[config.mk]
export PLATFORM = sky130hd
export DESIGN_NAME = hazard_ctrl_flat
export DESIGN_NICKNAME = d
export VERILOG_FILES = /design/src/rtl/hazard_ctrl_if.sv /design/src/rtl/hazard_ctrl.sv /design/src/flat_wrapper.sv
export SDC_FILE = /design/constraint.sdc
export NUM_CORES = 1
export LEC_CHECK = 0
export ABC_AREA = 1
export CORE_AREA = 2 2 75 94
export DETAILED_ROUTE_END_ITERATION = 6
export DIE_AREA = 0 0 77 96
export GPL_ROUTABILITY_DRIVEN = 0
export HOLD_SLACK_MARGIN = 0.06
export SYNTH_ARGS = -nofsm -noshare
export SYNTH_HDL_FRONTEND = slang
export SYNTH_SLANG_ARGS = --single-unit
[constraint.sdc]
create_clock -name clk -period 1.3 [get_ports clk]
set_clock_uncertainty 0.15 [all_clocks]
set_input_delay 0.26 -clock clk [delete_from_list [all_inputs] [get_ports clk]]
set_output_delay 0.26 -clock clk [all_outputs]
set_load 0.05 [all_outputs]
[src/rtl/hazard_ctrl_if.sv]
// Pipeline <-> hazard unit signal bundle: register IDs and control bits in, stall/flush/forward controls out.
// master = pipeline datapath side, slave = hazard_ctrl.
interface hazard_ctrl_if;
  localparam int unsigned REG_W = 5;
  localparam int unsigned CNT_W = 32;

  logic [REG_W-1:0] Rs1D, Rs2D, Rs1E, Rs2E, RdE, RdM, RdW;
  logic             LoadE, RegWriteM, RegWriteW, PCSrcE, MemReqM, MemReadyM;
  logic             StallF, StallD, StallE, StallM;
  logic             FlushD, FlushE, FlushW;
  logic [1:0]       ForwardAE, ForwardBE;
  logic             mem_err;
  logic [CNT_W-1:0] stall_cnt, flush_cnt;

  modport master (
    output Rs1D, Rs2D, Rs1E, Rs2E, RdE, RdM, RdW,
    output LoadE, RegWriteM, RegWriteW, PCSrcE, MemReqM, MemReadyM,
    input  StallF, StallD, StallE, StallM, FlushD, FlushE, FlushW,
    input  ForwardAE, ForwardBE, mem_err, stall_cnt, flush_cnt
  );

  modport slave (
    input  Rs1D, Rs2D, Rs1E, Rs2E, RdE, RdM, RdW,
    input  LoadE, RegWriteM, RegWriteW, PCSrcE, MemReqM, MemReadyM,
    output StallF, StallD, StallE, StallM, FlushD, FlushE, FlushW,
    output ForwardAE, ForwardBE, mem_err, stall_cnt, flush_cnt
  );
endinterface

[src/rtl/hazard_ctrl.sv]
// Hazard/control unit for the 5-stage RISC-V pipe: forwarding, load-use stall, branch flush, memory-wait freeze.
// Optional perf counters (stall_cnt/flush_cnt) are built only when HAZ_PERF_CNT_EN is defined.
module hazard_ctrl #(
  parameter int unsigned MEM_TIMEOUT = 16,
  parameter int unsigned TO_W        = 8
) (
  input logic          clk,
  input logic          rst,
  hazard_ctrl_if.slave hif
);

  localparam int unsigned CNT_W = 32;

  typedef enum logic {IDLE, MEM_WAIT} state_e;

  state_e          state_q, state_d;
  logic [TO_W-1:0] tcnt_q, tcnt_d;
  logic            mem_err_q, mem_err_d;

  logic       lw_stall, mem_stall;
  logic       stall_f, stall_d, stall_e, stall_m;
  logic       flush_d, flush_e, flush_w;
  logic [1:0] fwd_a, fwd_b;

  assign lw_stall  = hif.LoadE && (hif.RdE != 5'd0) &&
                     ((hif.RdE == hif.Rs1D) || (hif.RdE == hif.Rs2D));
  assign mem_stall = ((state_q == IDLE) && hif.MemReqM && !hif.MemReadyM) ||
                     (state_q == MEM_WAIT);

  // Memory-wait FSM: tcnt counts MEM_WAIT cycles; abort when it reaches MEM_TIMEOUT.
  always_comb begin
    state_d   = state_q;
    tcnt_d    = tcnt_q;
    mem_err_d = 1'b0;
    case (state_q)
      IDLE: begin
        if (hif.MemReqM && !hif.MemReadyM) begin
          state_d = MEM_WAIT;
          tcnt_d  = TO_W'(1);
        end
      end
      MEM_WAIT: begin
        if (hif.MemReadyM) begin
          state_d = IDLE;
          tcnt_d  = '0;
        end else if (tcnt_q == TO_W'(MEM_TIMEOUT)) begin
          state_d   = IDLE;
          tcnt_d    = '0;
          mem_err_d = 1'b1;
        end else begin
          tcnt_d = tcnt_q + TO_W'(1);
        end
      end
      default: begin
        state_d = IDLE;
        tcnt_d  = '0;
      end
    endcase
  end

  always_ff @(posedge clk) begin
    if (!rst) begin
      state_q   <= IDLE;
      tcnt_q    <= '0;
      mem_err_q <= 1'b0;
    end else begin
      state_q   <= state_d;
      tcnt_q    <= tcnt_d;
      mem_err_q <= mem_err_d;
    end
  end

  // Control outputs: memory freeze beats branch flush beats load-use stall; all held low in reset.
  always_comb begin
    stall_f = 1'b0;
    stall_d = 1'b0;
    stall_e = 1'b0;
    stall_m = 1'b0;
    flush_d = 1'b0;
    flush_e = 1'b0;
    flush_w = 1'b0;
    fwd_a   = 2'b00;
    fwd_b   = 2'b00;
    if (rst) begin
      if (hif.RegWriteM && (hif.RdM != 5'd0) && (hif.RdM == hif.Rs1E))      fwd_a = 2'b10;
      else if (hif.RegWriteW && (hif.RdW != 5'd0) && (hif.RdW == hif.Rs1E)) fwd_a = 2'b01;
      if (hif.RegWriteM && (hif.RdM != 5'd0) && (hif.RdM == hif.Rs2E))      fwd_b = 2'b10;
      else if (hif.RegWriteW && (hif.RdW != 5'd0) && (hif.RdW == hif.Rs2E)) fwd_b = 2'b01;

      if (mem_stall) begin
        stall_f = 1'b1;
        stall_d = 1'b1;
        stall_e = 1'b1;
        stall_m = 1'b1;
        flush_w = 1'b1;
      end else if (hif.PCSrcE) begin
        flush_d = 1'b1;
        flush_e = 1'b1;
      end else if (lw_stall) begin
        stall_f = 1'b1;
        stall_d = 1'b1;
        flush_e = 1'b1;
      end
    end
  end

  assign hif.StallF    = stall_f;
  assign hif.StallD    = stall_d;
  assign hif.StallE    = stall_e;
  assign hif.StallM    = stall_m;
  assign hif.FlushD    = flush_d;
  assign hif.FlushE    = flush_e;
  assign hif.FlushW    = flush_w;
  assign hif.ForwardAE = fwd_a;
  assign hif.ForwardBE = fwd_b;
  assign hif.mem_err   = mem_err_q;

`ifdef HAZ_PERF_CNT_EN
  logic [CNT_W-1:0] stall_cnt_q, stall_cnt_d;
  logic [CNT_W-1:0] flush_cnt_q, flush_cnt_d;

  // Free-running wrap-around event counters.
  always_comb begin
    stall_cnt_d = stall_cnt_q + CNT_W'(stall_f);
    flush_cnt_d = flush_cnt_q + CNT_W'(flush_e);
  end

  always_ff @(posedge clk) begin
    if (!rst) begin
      stall_cnt_q <= '0;
      flush_cnt_q <= '0;
    end else begin
      stall_cnt_q <= stall_cnt_d;
      flush_cnt_q <= flush_cnt_d;
    end
  end

  assign hif.stall_cnt = stall_cnt_q;
  assign hif.flush_cnt = flush_cnt_q;
`else
  assign hif.stall_cnt = CNT_W'(0);
  assign hif.flush_cnt = CNT_W'(0);
`endif

endmodule
[src/flat_wrapper.sv]
// flat-port wrapper written by rule: the top's interface ports become plain ports
module hazard_ctrl_flat 
#(
  parameter int unsigned MEM_TIMEOUT = 16,
  parameter int unsigned TO_W        = 8
)
  (clk, rst, hif_Rs1D, hif_Rs2D, hif_Rs1E, hif_Rs2E, hif_RdE, hif_RdM, hif_RdW, hif_LoadE, hif_RegWriteM, hif_RegWriteW, hif_PCSrcE, hif_MemReqM, hif_MemReadyM, hif_StallF, hif_StallD, hif_StallE, hif_StallM, hif_FlushD, hif_FlushE, hif_FlushW, hif_ForwardAE, hif_ForwardBE, hif_mem_err, hif_stall_cnt, hif_flush_cnt);
  hazard_ctrl_if hif_i ();
  input logic clk;
  input logic rst;
  input wire logic [$bits(hif_i.Rs1D)-1:0] hif_Rs1D;
  input wire logic [$bits(hif_i.Rs2D)-1:0] hif_Rs2D;
  input wire logic [$bits(hif_i.Rs1E)-1:0] hif_Rs1E;
  input wire logic [$bits(hif_i.Rs2E)-1:0] hif_Rs2E;
  input wire logic [$bits(hif_i.RdE)-1:0] hif_RdE;
  input wire logic [$bits(hif_i.RdM)-1:0] hif_RdM;
  input wire logic [$bits(hif_i.RdW)-1:0] hif_RdW;
  input wire logic [$bits(hif_i.LoadE)-1:0] hif_LoadE;
  input wire logic [$bits(hif_i.RegWriteM)-1:0] hif_RegWriteM;
  input wire logic [$bits(hif_i.RegWriteW)-1:0] hif_RegWriteW;
  input wire logic [$bits(hif_i.PCSrcE)-1:0] hif_PCSrcE;
  input wire logic [$bits(hif_i.MemReqM)-1:0] hif_MemReqM;
  input wire logic [$bits(hif_i.MemReadyM)-1:0] hif_MemReadyM;
  output wire logic [$bits(hif_i.StallF)-1:0] hif_StallF;
  output wire logic [$bits(hif_i.StallD)-1:0] hif_StallD;
  output wire logic [$bits(hif_i.StallE)-1:0] hif_StallE;
  output wire logic [$bits(hif_i.StallM)-1:0] hif_StallM;
  output wire logic [$bits(hif_i.FlushD)-1:0] hif_FlushD;
  output wire logic [$bits(hif_i.FlushE)-1:0] hif_FlushE;
  output wire logic [$bits(hif_i.FlushW)-1:0] hif_FlushW;
  output wire logic [$bits(hif_i.ForwardAE)-1:0] hif_ForwardAE;
  output wire logic [$bits(hif_i.ForwardBE)-1:0] hif_ForwardBE;
  output wire logic [$bits(hif_i.mem_err)-1:0] hif_mem_err;
  output wire logic [$bits(hif_i.stall_cnt)-1:0] hif_stall_cnt;
  output wire logic [$bits(hif_i.flush_cnt)-1:0] hif_flush_cnt;
  assign hif_i.Rs1D = hif_Rs1D;
  assign hif_i.Rs2D = hif_Rs2D;
  assign hif_i.Rs1E = hif_Rs1E;
  assign hif_i.Rs2E = hif_Rs2E;
  assign hif_i.RdE = hif_RdE;
  assign hif_i.RdM = hif_RdM;
  assign hif_i.RdW = hif_RdW;
  assign hif_i.LoadE = hif_LoadE;
  assign hif_i.RegWriteM = hif_RegWriteM;
  assign hif_i.RegWriteW = hif_RegWriteW;
  assign hif_i.PCSrcE = hif_PCSrcE;
  assign hif_i.MemReqM = hif_MemReqM;
  assign hif_i.MemReadyM = hif_MemReadyM;
  assign hif_StallF = hif_i.StallF;
  assign hif_StallD = hif_i.StallD;
  assign hif_StallE = hif_i.StallE;
  assign hif_StallM = hif_i.StallM;
  assign hif_FlushD = hif_i.FlushD;
  assign hif_FlushE = hif_i.FlushE;
  assign hif_FlushW = hif_i.FlushW;
  assign hif_ForwardAE = hif_i.ForwardAE;
  assign hif_ForwardBE = hif_i.ForwardBE;
  assign hif_mem_err = hif_i.mem_err;
  assign hif_stall_cnt = hif_i.stall_cnt;
  assign hif_flush_cnt = hif_i.flush_cnt;
  hazard_ctrl #(.MEM_TIMEOUT(MEM_TIMEOUT), .TO_W(TO_W)) u_core (.clk(clk), .rst(rst), .hif(hif_i));
endmodule
======== Yosys cells after proc, flatten, opt, wreduce, memory -nomap -nowiden ========
Index checks and enable logic that the tools add are counted.
word-level totals
  bits in registers ....................... 10
  input port bits ......................... 43
  output and inout bits ................... 76
  word-level logic and storage cells ...... 59
operators by class
  add/sub/neg operators ................... 1
  equality and inequality tests ........... 8
  mux-type cells .......................... 27
  bitwise operators ....................... 2
  reductions and logical operators ........ 18
operator list
  operator             count
  $eq 5x5->1           6
  $mux 8               3
  $mux 1               18
  $pmux 8 s2           1
  $reduce_bool 5->1    3
  $logic_and 1x1->1    11
  $add 8x1->8 const B  1
  $eq 8x5->1 const B   1
  $mux 2               4
  $reduce_or 3->1      1
  $logic_or 1x1->1     2
  $ne 2x2->1 const B   1
  $not 1->1            2
  $pmux 1 s2           1
  $logic_not 1->1      1

======== Logic depth before layout (Yosys ltp) ========
Gate-level depths: netlist (run 1).
  depth after elaboration ................. 7
  depth in mapped cells ................... 9
  mapped depth without buffers ............ 8

======== Worst setup path after synthesis (run 1) ========
OpenSTA, ideal clock, no wires.
  path type ............................... flip-flop to output port
  from .................................... register u_core.state_q
  to ...................................... output port hif_StallF
  arrival ................................. 2.118 ns
  required time ........................... 0.890 ns
  path slack .............................. -1.228 ns
  cell stages (with the launch flop) ...... 5
  path buffers ............................ 1
  cells stage by stage .................... dfxtp_1 a21oi_4 nor2_1 o21bai_1 buf_4
between the ends
  word-level cells in the longest chain between the ends .. 6
ends and longest elaborated chain
  what                             line                RTL
  start: declaration               hazard_ctrl.sv:16   state_e state_q, state_d;
  start signal: assignment         hazard_ctrl.sv:67   state_q <= state_d;
  $not 1->1 (no source line)       --
  $logic_and 1x1->1 (2 in series)  hazard_ctrl.sv:27   assign mem_stall = ((state_q == IDLE) && hif.MemReqM && !hif.MemReadyM) ||
  $logic_or 1x1->1 *               hazard_ctrl.sv:27
  $mux 1 * (2 in series)           --
  end: declaration                 flat_wrapper.sv:24  output wire logic [$bits(hif_i.StallF)-1:0] hif_StallF;
Every way passes the cells marked *; elsewhere a longest branch is shown, timed or not.

======== Worst setup path in the final report (run 1) ========
  from .................................... register u_core.state_q
  to ...................................... output port hif_FlushE
between the ends
  word-level cells in the longest chain between the ends .. 6
ends and longest elaborated chain
  what                             line                RTL
  $not 1->1 (no source line)       --
  $logic_and 1x1->1 (2 in series)  hazard_ctrl.sv:27
  $logic_or 1x1->1 *               hazard_ctrl.sv:27
  $mux 1 *                         hazard_ctrl.sv:90   if (mem_stall) begin
  $mux 1 *                         hazard_ctrl.sv:84   if (rst) begin
  end: declaration                 flat_wrapper.sv:29  output wire logic [$bits(hif_i.FlushE)-1:0] hif_FlushE;
Marked as above.

==> key figures, run 1 <==
Pwr
  • VDD IR max: 334.8 uV
  • Share of power burned in registers: 18.7%
  • Clk pwr share: 23.3%
  • LEAKAGE: 1.200 nW
  • Net switching power: 0.8142 mW
  • P_int: 0.8719 mW
  • Switching Share: 48.29%
  • Total Power: 1.686 mW
  • Pwr Density: 671.4 nW/um^2
  • Gate power share: 58.0%

Synthesis
  • Sequential fraction of the synthesis area: 12.66%
  • Synth Cell Area: 1582 sq um
  • #FFs+latches synth: 10
  • Xor/xnor share of the synthesized area: 13.29%
  • Compound-Gate Fraction of Synth Area: 7.674%
  • Mux share of post-synthesis cell area: 0%
  • Netlist cell types: 30
  • Mapped Cells: 239
  • Post-synthesis adder-cell area fraction: 1.582%
  • Largest family of logic cells by synthesized area: buffers and inverters
  • Syn Area/Cell: 6.617 sq um
  • Area share of and/or/nand/nor cells after synthesis: 25.40%
  • YS warnings: 0

Critical path
  • Slowest cell on the critical path: dfxtp_4
  • WP data required: 0.89 ns
  • Setup Crit Path Kind: register to output port
  • Worst EP arrival: 1.20 ns
  • Top Family by Delay on Critical Path: flip-flops
  • Max incr delay on CP: 0.34 ns
  • Worst path bufs/invs: 1
  • Crit path cell chain: a21oi_4 > nand2_2 > a21oi_2 > buf_12
  • Crit. End Element: output port
  • Crit path max fanout: 3
  • Startpoint types: register

Routing
  • Final antenna-violating net count: 0
  • Met2 wire length: 2.064 mm
  • DRT Pass-1 Iters: 4
  • WL per Instance: 9.453 um
  • Avg Vias per Cell: 3.675
  • DR top layer: met4
  • Initial DRC count: 21
  • Met1 WL: 1.327 mm
  • Drc violations: 0
  • Total number of vias: 1470
  • Total Routed Length: 3.781 mm
  • Met3 WL: 306 um

Clocking
  • CTS max path bufs: 2
  • CTS tree: yes
  • CTS Hold Bufs: 0
  • Clk slew on worst S/H paths: 0.05 ns
  • Clk_lat worst skew: 0.24 ns
  • H-tree depth: 1
  • Clk sinks: 10
  • CTS buffer count: 3
  • Clock root buffer: clkbuf_8

Floorplanning
  • Die X: 77 um
  • Starting density of the core: 24.24%
  • Core area: 6524 sq um
  • Die height: 96 um
  • Cell Rows: 33
  • Ports: 119
  • Die Area: 7392 sq um

STA
  • Fin crit share: 123.7%
  • Min Clock Period, post-route: 1.609 ns
  • Worst Slack Setup Final: -0.3085 ns
  • F_max: 621.7 MHz
  • Setup violations, final: 12
  • Final Max Slew Viols: 0
  • Fin. Hold Viols: 0
  • Hold WS: 0.2836 ns
  • Unrepaired setup endpoints after global routing: true

Place
  • Half-perimeter wire length after placement: 3.225 mm
  • PortBufs: 54

Layout
  • Layout cells sized above 1: 45.05%
  • Diodes inserted: 0
  • Final nets: 359
  • Area growth syn-to-layout: 58.78%
  • Fill cells: 695

Global route
  • GRT Util Overall: 10.05%
  • Vias in the first global route: 1317
  • First-pass GRT wire length: 5.809 mm
  • Total gr overflow: 0
  • Initial antenna violation count: 0
  • Pin count of the biggest net entering global routing: 7

Hold path
  • Worst hold path class: primary input to register

Run
  • Max-Cap Viols: 0

Outcome
  • Outcome: finished with violations
  • Violated checks: setup timing
[logic make-up (layout without fill, tap and decap cells)]
group / count (synthesis) / after routing
buffers and inverters: 98 / 109
AND/OR/NAND/NOR: 85 / 85
XOR/XNOR: 24 / 24
AO/OA/AOI/OAI: 19 / 19
flip-flops: 10 / 10
adder cells (fa/ha/maj): 2 / 2
other: 1 / 64
[final cells by class]
class | count | area, sq um | share of cell area [%]
flip-flops and latches | 10 | 214.0 | 8.520
well taps | 87 | 108.9 | 4.335
inverters | 31 | 118.9 | 4.733
clock buffers | 4 | 55.05 | 2.192
multi-input cells | 194 | 1222 | 48.68
repair buffers | 74 | 792.0 | 31.54
[synthesized netlist by cell type]
cell type	instances	share of area (%)
o21ai_0	4	1.3
o21bai_1	1	0.47
a21oi_4	1	1.0
a21oi_2	1	0.55
buf_4	67	32
nand2_2	3	1.2
o31ai_1	1	0.47
inv_2	9	2.1
o21a_1	1	0.47
xnor2_1	9	5.0
xor2_1	15	8.3
nand2_1	34	8.1
inv_1	22	5.2
nor4_1	1	0.40
or2_2	1	0.40
nor3_2	2	1.3
dfxtp_1	10	13
nand3_1	10	3.2
o22ai_1	3	1.2
nand4_1	1	0.40
a21oi_1	4	1.3
nor3_1	3	0.95
o21ai_1	3	0.95
ha_1	2	1.6
nor2b_1	1	0.40
nor2_1	21	5.0
nand3_2	3	1.9
conb_1	1	0.24
nor2_2	4	1.6
nor2_4	1	0.71
[cell usage in the layout, fill, tap and decap left out, drive strengths merged, types with 2 or more instances in the layout]
cell	count
a21oi	6
buf	67
clkbuf	4
clkdlybuf4s15	3
conb	64
dfxtp	10
dlygate4sd2	3
ha	2
inv	31
nand2	37
nand3	13
nor2	26
nor3	5
o21ai	7
o22ai	3
xnor2	9
xor2	15
[stage by stage]
step / area, sq um / worst slack (ns) / TNS [ns] / std cells / util, %
6_report: 2511 / -0.3085 / -2.807 / 400 / 38.49
5_1_grt: 2511 / -0.3881 / -3.633 / 400 / 38.49
4_1_cts: 2372 / -0.3376 / -2.936 / 398 / 36.36
3_5_place_dp: 2268 / -0.8667 / -11.06 / 392 / 34.77
3_3_place_gp: 2268 / -0.8392 / -10.86 / 392 / 34.77
2_1_floorplan: 1886 / -0.3608 / -1.587 / 302 / -
[state kept, by name, indices dropped and copies added, names as in the netlist]
name and count:
u_core.hif.mem_err 1, u_core.state_q 1, u_core.tcnt_q 8
[routing by layer]
metal | GRT usage (%) | vias to the layer above
met2 | 19.44 | 75
li1 | - | 752
met1 | 10.36 | 638
met4 | 5.357 | 0
met3 | 1.782 | 5
met5 | 0 | -
[power by group through the flow]
stage / registers [mW] / clock network [mW] / logic [mW]
finish: 0.316 / 0.393 / 0.977
CTS: 0.317 / 0.401 / 0.945
global route: 0.316 / 0.415 / 1.03
detailed placement: 0.322 / 0 / 0.929
global placement: 0.322 / 0 / 0.924
floorplan: 0.323 / 0 / 0.787
[worst paths after layout]
kind / end / start / depth (start not counted) / slack (ns)
worst max-delay path: hif_FlushE / u_core.state_q$_SDFF_PN0_ / 4 / -0.31
worst min-delay path: u_core.hif.mem_err$_SDFF_PP0_ / hif_MemReadyM / 3 / 0.28
worst max register to register: u_core.tcnt_q[7]$_SDFFE_PN0P_ / u_core.tcnt_q[5]$_SDFFE_PN0P_ / 8 / -0.01
worst min register to register: u_core.tcnt_q[1]$_SDFFE_PN0P_ / u_core.tcnt_q[1]$_SDFFE_PN0P_ / 2 / 0.39
[worst min-delay path: cells and delay by family]
| kind | cells | cell delay [ns] |
|---|---|---|
| buf+inv | 2 | 0.34 |
| simple gates | 1 | 0.04 |
[timing repair]
item                                    CTS  global route
endpoints found under the setup margin   19            18
setup buffers                             2             2
pin swaps                                51            25
gates resized for setup                 199            33
hold endpoints to repair                  0             0
No activity file was read; power rests on OpenSTA's default activity.
==> run 2, diff against run 1 <==
--- a/constraint.sdc
+++ b/constraint.sdc
@@ -4,2 +4,2 @@
 set_output_delay 0.26 -clock clk [all_outputs]
-set_load 0.05 [all_outputs]
+set_load 0.01 [all_outputs]
==> run 2 against run 1 <==
  * The run still ends with setup timing left
  * Die area stayed put
  * Flip-flop and latch count is the same
  * Critical endpoint unchanged
  * Critical path type unchanged
  * Sequential power is essentially flat
  * Via count rose by 1.8%
  * Highest routed layer unchanged
==> key figures, run 2 (same netlist as run 1, synthesis figures left out) <==
Critical path
  • Worst Setup SP: u_core.state_q$_SDFF_PN0_
  • WP data required: 0.89 ns (about the same)
  • Crit. End Element: output port
  • Max incr delay on CP: 0.33 ns (about the same)
  • Stages on the worst setup path: 5 (+1)
  • Worst EP arrival: 1.15 ns (-0.05 ns)
  • R2R Setup Slk: -0.08 ns (-0.07 ns)
  • Worst path bufs/invs: 2 (+1)
  • Crit path cell chain: a21oi_4 > buf_6 > nand2_4 > a21oi_2 > buf_2
  • R2R depth: 8 (unchanged)
  • Slowest cell on the critical path: dfxtp_2
  • Startpoint types: register
  • Top Family by Delay on Critical Path: flip-flops
  • Reg-to-Reg Start: u_core.state_q$_SDFF_PN0_
  • Setup Crit Path Kind: register to output port
  • RR Endpoint: u_core.tcnt_q[7]$_SDFFE_PN0P_
  • Crit path max fanout: 3 (unchanged)
  • Setup crit end: hif_FlushE

Global route
  • First-pass GRT wire length: 5.451 mm (-6.2%)
  • Vias in the first global route: 1333 (+1.2%)
  • Pin count of the biggest net entering global routing: 7 (unchanged)
  • GRT Util Overall: 9.053% (-1.0 points)
  • Total gr overflow: 0 (unchanged)
  • Initial antenna violation count: 0 (unchanged)

Clocking
  • CTS max path bufs: 2 (unchanged)
  • Clk sinks: 10 (unchanged)
  • H-tree depth: 1 (unchanged)
  • Clk slew on worst S/H paths: 0.05 ns (about the same)
  • CTS buffer count: 3 (unchanged)
  • Clk_lat worst skew: 0.24 ns (about the same)
  • Clock root buffer: clkbuf_8
  • CTS tree: yes

Floorplanning
  • Die Area: 7392 sq um (unchanged)
  • Core area: 6524 sq um (unchanged)
  • Die X: 77 um (unchanged)
  • Die height: 96 um (unchanged)
  • Cell Rows: 33 (unchanged)
  • Ports: 119 (unchanged)
  • Starting density of the core: 24.24% (unchanged)

Layout
  • Most frequent standard cell in the layout excluding fill and tap cells: conb_1
  • Largest Register: u_core.tcnt_q
  • Sequential standard cell area: 203.9 sq um (-4.7%)
  • Fill cells: 712 (+2.4%)
  • Commonest non-fill, non-tap cells in the layout: conb_1, nand2_1, buf_6
  • Final nets: 361 (+0.56%)
  • Area growth syn-to-layout: 43.12%
  • Max reg flops: 8 (unchanged)
  • Diodes inserted: 0 (unchanged)
  • Layout cells sized above 1: 40.95% (-4.1 points)
  • Footprint of the multi-input gates: 1141 sq um (-6.7%)

Pwr
  • P_int: 0.8312 mW (-4.7%)
  • Switching Share: 34.36% (-14 points)
  • Gate power share: 43.6% (-14 points)
  • VDD IR max: 214.8 uV (-36%)
  • Pwr Density: 559.5 nW/um^2 (-17%)
  • LEAKAGE: 1.164 nW (-3.0%)
  • Net switching power: 0.4351 mW (-47%)
  • Share of power burned in registers: 25.1% (+6.4 points)
  • Clk pwr share: 31.3% (+8.0 points)

Routing
  • Total number of vias: 1496 (+1.8%)
  • DRT Pass-1 Iters: 4 (unchanged)
  • Avg Vias per Cell: 3.721 (+1.3%)
  • Drc violations: 0 (unchanged)
  • Total Routed Length: 3.680 mm (-2.7%)
  • WL per Instance: 9.154 um (-3.2%)
  • Initial DRC count: 28 (+33%)
  • Final antenna-violating net count: 0 (unchanged)

Hold path
  • Worst hold path class: primary input to register
  • Startpoint of the worst hold path: hif_MemReadyM

Place
  • PortBufs: 54 (unchanged)
  • Half-perimeter wire length after placement: 3.026 mm (-6.2%)

STA
  • Final Max Slew Viols: 0 (unchanged)
  • Fin crit share: 119.9% (-3.8 points)
  • Setup violations, final: 14 (+2)
  • Setup TNS: -2.456 ns (+0.3508 ns)
  • Worst Slack Setup Final: -0.2586 ns (+0.04996 ns)
  • Unrepaired setup endpoints after global routing: true
  • F_max: 641.6 MHz (+3.2%)
  • Hold WS: 0.2932 ns (+0.009581 ns)
  • Fin. Hold Viols: 0 (unchanged)
  • Min Clock Period, post-route: 1.559 ns (-0.04997 ns)

Outcome
  • Outcome: finished with violations
  • Violated checks: setup timing

Run
  • Max-Cap Viols: 0 (unchanged)
[run 2: cell count changes in the layout (fill, tap and decap cells not counted), moves of 3 or more]
cell and delta:
xnor2_1 +3, nand2_2 -3, buf_6 +5, nor2_1 +5, buf_8 -3, nor2_4 -6, xnor2_2 -3, buf_2 +8
dfxtp_4 -3, buf_12 -12
[run 2: worst min path at each step]
| stage | slack (ns) | cells past startpoint | to |
|---|---|---|---|
| final | 0.29 | 3 | u_core.hif.mem_err$_SDFF_PP0_ |
| after global routing | 0.31 | 3 | u_core.hif.mem_err$_SDFF_PP0_ |
| after CTS | 0.29 | 3 | u_core.hif.mem_err$_SDFF_PP0_ |
| after detailed placement | 0.37 | 2 | u_core.tcnt_q[5]$_SDFFE_PN0P_ |
| after global placement | 0.36 | 2 | u_core.tcnt_q[5]$_SDFFE_PN0P_ |
| after floorplan | 0.19 | 1 | u_core.hif.mem_err$_SDFF_PP0_ |
[run 2: through the flow]
step | worst slack (ns) | power (mW) | cell area, sq um | util, % | cells
global route | -0.3387 | 1.332 | 2263 | 34.70 | 402
CTS | -0.2737 | 1.255 | 2196 | 33.66 | 402
finish | -0.2586 | 1.266 | 2263 | 34.70 | 402
floorplan | -0.06203 | 0.7275 | 1842 | - | 302
global placement | -1.125 | 0.8344 | 2120 | 32.49 | 394
detailed placement | -1.144 | 0.8375 | 2120 | 32.49 | 394
[run 2: worst reg2reg max path, stage by stage, from the launching register on]
cell and delay, ns:
dfxtp_2 0.33, a21oi_4 0.17, buf_6 0.13, buf_4 0.10, buf_6 0.10, nor2_4 0.04, nand2_2 0.07, xor2_2 0.15
nor2_2 0.04
[run 2: timing repair]
item	CTS	global route
hold buffers	0	0
pin swaps	49	26
setup buffers	4	1
endpoints found under the hold margin	0	0
endpoints found under the setup margin	21	20
gates resized for setup	240	20
[run 2: layout make-up]
| cell class | count | area share (%) |
|---|---|---|
| flip-flops and latches | 10 | 9.011 |
| repair buffers | 76 | 28.08 |
| well taps | 87 | 4.809 |
| clock buffers | 4 | 2.432 |
| multi-input cells | 194 | 50.41 |
| inverters | 31 | 5.252 |
[run 2: power by group through the flow]
stage                     sequential, mW  combinational (mW)  clock [mW]
after global placement             0.323               0.512           0
after global routing               0.318               0.602       0.412
after detailed placement           0.323               0.515           0
final                              0.318               0.552       0.397
after CTS                          0.317               0.533       0.406
after floorplan                    0.324               0.404           0
[run 2: per-layer routing]
layer | vias up | wire (um) | track usage (%)
met4 | 0 | 68 | 4.167
li1 | 756 | - | -
met3 | 6 | 288 | 0.9381
met2 | 81 | 1995 | 18.93
met5 | - | 0 | 0
met1 | 653 | 1328 | 8.875
